[src/rtl/datapath_pkg.sv]
// ============================================================================
// Module   : datapath_pkg
// Purpose  : Shared widths, register index map and ALU op codes for the
//            datapath_barramento slice.
// Revision : 1.0 - initial release
// ============================================================================
`default_nettype none

package datapath_pkg;

   localparam int DEF_N     = 9;
   localparam int DEF_CNT_W = 16;

   localparam int R0_IDX = 0;
   localparam int R1_IDX = 1;
   localparam int R2_IDX = 2;
   localparam int R3_IDX = 3;
   localparam int R4_IDX = 4;
   localparam int R5_IDX = 5;
   localparam int R6_IDX = 6;
   localparam int R7_IDX = 7;

   localparam logic OP_ADD = 1'b0;
   localparam logic OP_SUB = 1'b1;

   // Rin/Rout are MSB-first: R0 sits on bit 7, R7 on bit 0.
   function automatic int sel_bit(input int idx);
      return 7 - idx;
   endfunction

endpackage

`default_nettype wire

[src/rtl/datapath_barramento_registrador_n.sv]
// ============================================================================
// Module   : registrador_n
// Purpose  : N-bit register with load enable and synchronous active-high reset.
// Revision : 1.0 - initial release
// ============================================================================
`default_nettype none

module registrador_n #(
   parameter int N = 9
) (
   input  logic         clk,
   input  logic         rst,
   input  logic         i_load,
   input  logic [N-1:0] i_d,
   output logic [N-1:0] o_q
);

   logic [N-1:0] r_q;

   always_ff @(posedge clk) begin
      if (rst) begin
         r_q <= '0;
      end else if (i_load) begin
         r_q <= i_d;
      end
   end

   assign o_q = r_q;

endmodule

`default_nettype wire

[src/rtl/datapath_barramento.sv]
// ============================================================================
// Module   : datapath_barramento
// Purpose  : R0..R7/A/G/IR datapath with a single priority bus, add/sub ALU
//            and a completed-instruction counter. Optional DATAPATH_BUS_CHECK_EN
//            adds a sticky BusErr flag for multi-source bus cycles.
// Revision : 1.0 - initial release
// ============================================================================
`default_nettype none

module datapath_barramento
   import datapath_pkg::*;
#(
   parameter int N     = DEF_N,
   parameter int CNT_W = DEF_CNT_W
) (
   input  logic             Clock,
   input  logic             Reset,
   input  logic [N-1:0]     DIN,
   input  logic             IRin,
   input  logic [7:0]       Rin,
   input  logic [7:0]       Rout,
   input  logic             Ain,
   input  logic             Gin,
   input  logic             Gout,
   input  logic             AddSub,
   input  logic             DINout,
   input  logic             Done,
   output logic [N-1:0]     Instrucao,
   output logic [N-1:0]     Bus,
   input  logic [2:0]       DbgSel,
   output logic [N-1:0]     DbgData,
   output logic [CNT_W-1:0] InstrCount
`ifdef DATAPATH_BUS_CHECK_EN
   ,
   output logic             BusErr
`endif
);

   logic [N-1:0]     w_r [8];
   logic [N-1:0]     w_a;
   logic [N-1:0]     w_g;
   logic [N-1:0]     w_ir;
   logic [N-1:0]     w_bus;
   logic [N-1:0]     w_rout_val;
   logic [N-1:0]     w_alu;
   logic [CNT_W-1:0] r_instr_count;

   generate
      for (genvar i = R0_IDX; i <= R7_IDX; i++) begin : g_regs
         registrador_n #(.N(N)) u_reg (
            .clk    (Clock),
            .rst    (Reset),
            .i_load (Rin[sel_bit(i)]),
            .i_d    (w_bus),
            .o_q    (w_r[i])
         );
      end
   endgenerate

   registrador_n #(.N(N)) u_reg_a (
      .clk    (Clock),
      .rst    (Reset),
      .i_load (Ain),
      .i_d    (w_bus),
      .o_q    (w_a)
   );

   registrador_n #(.N(N)) u_reg_g (
      .clk    (Clock),
      .rst    (Reset),
      .i_load (Gin),
      .i_d    (w_alu),
      .o_q    (w_g)
   );

   registrador_n #(.N(N)) u_reg_ir (
      .clk    (Clock),
      .rst    (Reset),
      .i_load (IRin),
      .i_d    (DIN),
      .o_q    (w_ir)
   );

   // Scan from R7 up to R0 so the lowest-numbered register (highest bit) wins.
   always_comb begin
      w_rout_val = '0;
      for (int b = 0; b < 8; b++) begin
         if (Rout[b]) begin
            w_rout_val = w_r[7 - b];
         end
      end
   end

   always_comb begin
      if (DINout) begin
         w_bus = DIN;
      end else if (Gout) begin
         w_bus = w_g;
      end else begin
         w_bus = w_rout_val;
      end
   end

   assign w_alu = (AddSub == OP_SUB) ? (w_a - w_bus) : (w_a + w_bus);

   always_ff @(posedge Clock) begin
      if (Reset) begin
         r_instr_count <= '0;
      end else if (Done) begin
         r_instr_count <= r_instr_count + 1'b1;
      end
   end

`ifdef DATAPATH_BUS_CHECK_EN
   logic [9:0] w_src;
   logic       w_multi;
   logic       r_bus_err;

   assign w_src   = {DINout, Gout, Rout};
   assign w_multi = |(w_src & (w_src - 10'd1));

   always_ff @(posedge Clock) begin
      if (Reset) begin
         r_bus_err <= 1'b0;
      end else if (w_multi) begin
         r_bus_err <= 1'b1;
      end
   end

   assign BusErr = r_bus_err;
`endif

   assign Bus        = w_bus;
   assign Instrucao  = w_ir;
   assign DbgData    = w_r[DbgSel];
   assign InstrCount = r_instr_count;

endmodule

`default_nettype wire

[config.mk]
export PLATFORM = sky130hd
export DESIGN_NAME = datapath_barramento
export DESIGN_NICKNAME = d
export VERILOG_FILES = /design/src/rtl/datapath_pkg.sv /design/src/rtl/datapath_barramento_registrador_n.sv /design/src/rtl/datapath_barramento.sv
export SDC_FILE = /design/constraint.sdc
export NUM_CORES = 1
export LEC_CHECK = 0
export CAP_MARGIN = 15
export CORE_UTILIZATION = 33
export DETAILED_ROUTE_END_ITERATION = 10
export GPL_ROUTABILITY_DRIVEN = 0
export GPL_TIMING_DRIVEN = 0
export HOLD_SLACK_MARGIN = 0.05
export PLACE_DENSITY_LB_ADDON = 0.3
export SLEW_MARGIN = 20
export SYNTH_ARGS = -nofsm -noshare
export SYNTH_HDL_FRONTEND = slang
export SYNTH_SLANG_ARGS = --single-unit
[constraint.sdc]
create_clock -name Clock -period 9.8 [get_ports Clock]
set_input_delay 1.96 -clock Clock [delete_from_list [all_inputs] [get_ports Clock]]
set_output_delay 1.96 -clock Clock [all_outputs]
set_load 0.01 [all_outputs]
==> impl_metrics.toml <==
[synth]
ys_seq_area_share_pct = 38.45
ys_ff_latch = 115
async_reset_ff_share_pct = 0
synthCells = 682
yosys_warnings = 0
synth_cell_types = 58
syn_nets = 730
synth_edf_count = 0
synth.avg_cell_area_um2 = 8.779
synthesis.area_um2 = 5987
synthFlopType = "dfxtp_1"

[place]
place_inst = 971
io_buffers = 64
dp.final_hpwl_mm = 14.37

[sta]
grt_setup_unrepaired = "false"
fmax_mhz = 140.2
setup-tns-final_ns = 0
relSlewSlack_pct = 45.72
finalHoldViolations = 0
drv_slew = 0
fin_crit_sh_pct = 72.81
worstMarginPinSlew_ns = 0.8141
finalCriticalPeriod_ns = 7.135
fin_skew_ns = 0.006855
setup_viol = 0

[finish]
nFillCells = 1735
final_net_count = 813
multiInputGateArea_um2 = 3357
stdcell_count = 1002
drive_gt1_share_pct = 10.57
ff_latch_area_um2 = 2302
area.growth.synth_to_final_pct = 24.91

[hold_path]
hold_path_class = "reg2reg"
hold_start = "u_reg_ir.o_q[8]"

[floorplan]
fp.dieH_um = 136.7
start_util_pct = 34.26
die_area_um2 = 18690
io_pins = 80
die_x_um = 136.7
row_count = 48
core_um2 = 17480

[clock_network]
clockRootBuffer = "clkbuf_16"
clk_pin_slew_worst_paths_ns = 0.05
cts_hold_buf = 0
clock_path_buffers = 2
cts_tree = "done"
cts_buffers = 17
post_cts_buffers = 0
htreeDepth = 4
insertion_delay_ns = 0.42
cts-resized-gates = 0
cts_sinks = 115

[global_routing]
overflow = 0
grt_pass1_wl_mm = 29.73
grtUsageTotal_pct = 21.65
grt_pass1_vias = 5063
antenna_found_initial = 1
grt_start_max_net_pins = 17

[setup_path]
cp-start-kind = "input port"
crit_type = "in2out"
cp_max_fo = 10
cp-end-kind = "output pin"
r2r-start = "g_regs[7].u_reg.o_q[1]"
crit_arrival_ns = 5.18
startpoint = "Rout[5]"
worst_ep_required_time_ns = 7.84

[drt]
post_drt_wl_per_cell_um = 19.18
drtIter0Drc = 508
viasPerCell = 5.373
ant_nets = 0
via_count = 5384
first_pass_iters = 5
routed_wirelength_mm = 19.22
route.detailed.drc = 0

[pwr]
power_leakage_uw = 0.002763
power_uw = 1415
p_per_area_nw_per_um2 = 189.2
ir_drop_v = 0.0001206

[flow_run]
maxCapViolCount = 0

[outcome]
run_status = "finished, final reports clean"
through the flow:
stage / setup slack [ns] / hold slack, ns / utilization, % / instance area, µm²
final: 2.665 / 0.4873 / 42.79 / 7478
after global routing: 2.547 / 0.5153 / 42.78 / 7476
after CTS: 2.679 / 0.4891 / 42.78 / 7476
after detailed placement: 2.696 / 0.4819 / 39.53 / 6909
after global placement: 2.697 / 0.4664 / 39.53 / 6909
after floorplan: 4.019 / 0.4631 / - / 5987
logic make-up after synthesis:
| logic type | count (synthesis) | share of synthesized area [%] |
|---|---|---|
| flip-flops | 115 | 38.45 |
| AND/OR/NAND/NOR | 236 | 17.97 |
| buffers and inverters | 83 | 5.475 |
| AO/OA/AOI/OAI | 172 | 21.34 |
| multiplexers | 42 | 10.97 |
| XOR/XNOR | 23 | 3.365 |
| adder cells (fa/ha/maj) | 11 | 2.424 |
Yosys cell counts (all sizes together) (2+ instances only):
cell     instances  share of area (%)
o221a            9                1.7
clkbuf          37                2.3
or3              2               0.21
mux2i           15                2.5
nor2           133                8.3
o211ai           3               0.38
nand3            5               0.42
xnor2            9                1.3
o221ai           6               0.88
a21boi           2               0.25
a311oi           4               0.69
a211oi          84                 11
or2              2               0.21
mux4            18                6.8
buf             25                1.8
inv             21                1.3
o311ai           2               0.29
mux2             9                1.7
o31a             2               0.29
and2             5               0.52
nor2b            8               0.84
nand4            2               0.21
a21oi           26                2.2
nand2           36                2.3
dfxtp          115                 38
a31oi            6               0.63
ha              10                2.1
and3            13                1.4
nand2b           8               0.84
nor3             2               0.17
a2111oi          5               0.96
xor2            14                2.0
nand3b          11                1.4
a41oi            4               0.59
o21ai           12                1.0
nor3b            5               0.63
critical path: stages:
cell and delay [ns]:
clkdlybuf4s50_1 0.54, buf_2 0.24, nor2_1 0.26, a31oi_1 0.12, a41oi_1 0.36, o221a_2 0.32
clkbuf_1 0.63, inv_1 0.20, clkdlybuf4s50_1 0.54
state kept, by name, summed over array words and instances, names as in the netlist:
name,flops
InstrCount,16
g_regs.u_reg.o_q,72
u_reg_a.o_q,9
u_reg_g.o_q,9
u_reg_ir.o_q,9
area by class of cell:
class | instances | area share [%]
multi-input cells | 484 | 44.89
well taps | 225 | 3.764
repair buffers | 64 | 8.566
inverters | 21 | 1.054
clock buffers | 20 | 6.107
clock inverters | 10 | 1.472
plain buffers | 62 | 3.329
diodes | 1 | 0.03346
flip-flops and latches | 115 | 30.78
placed cells by master (no fill, tap or decap), types with 8 or more instances in the layout:
cell type        synthesis  final
a21oi_1                 26     26
buf_1                   14     14
mux2_2                   9      9
clkbuf_16                0     17
o21ai_0                 12     12
clkbuf_1                37     38
nor2_1                 133    133
nand3b_1                11     11
mux2i_1                 15     15
a211oi_1                84     84
mux4_2                  18     18
xor2_1                  14     14
dfxtp_1                115    115
buf_2                   10     10
and3_1                  13     13
ha_1                    10     10
clkdlybuf4s50_1          0     64
nand2_1                 36     36
nor2b_1                  8      8
xnor2_1                  9      9
nand2b_1                 8      8
inv_1                   18     18
routing by layer:
layer	share of wire (%)	wire length (µm)	GRT usage, %	up-vias
met2	43	8202	30.99	177
met1	49	9329	30.98	2525
met5	0	0	0	-
met4	3.2	610	10.00	0
met3	5.6	1074	4.185	38
li1	-	-	-	2644
where the power goes:
part           total, µW  switching (µW)  internal, µW
sequential           541            36.1           505
combinational        272             152           120
clock                602             220           382
total               1420             408          1010
final timing paths:
path                            slack [ns]  cells after the start         endpoint
worst max-delay path                  2.66                      9           Bus[7]
worst min-delay path                  0.49                      2  u_reg_ir.o_q[8]
worst max register to register        4.77                     19   u_reg_g.o_q[8]
worst min register to register        0.49                      2  u_reg_ir.o_q[8]
Power figures use the tool's default switching activity.
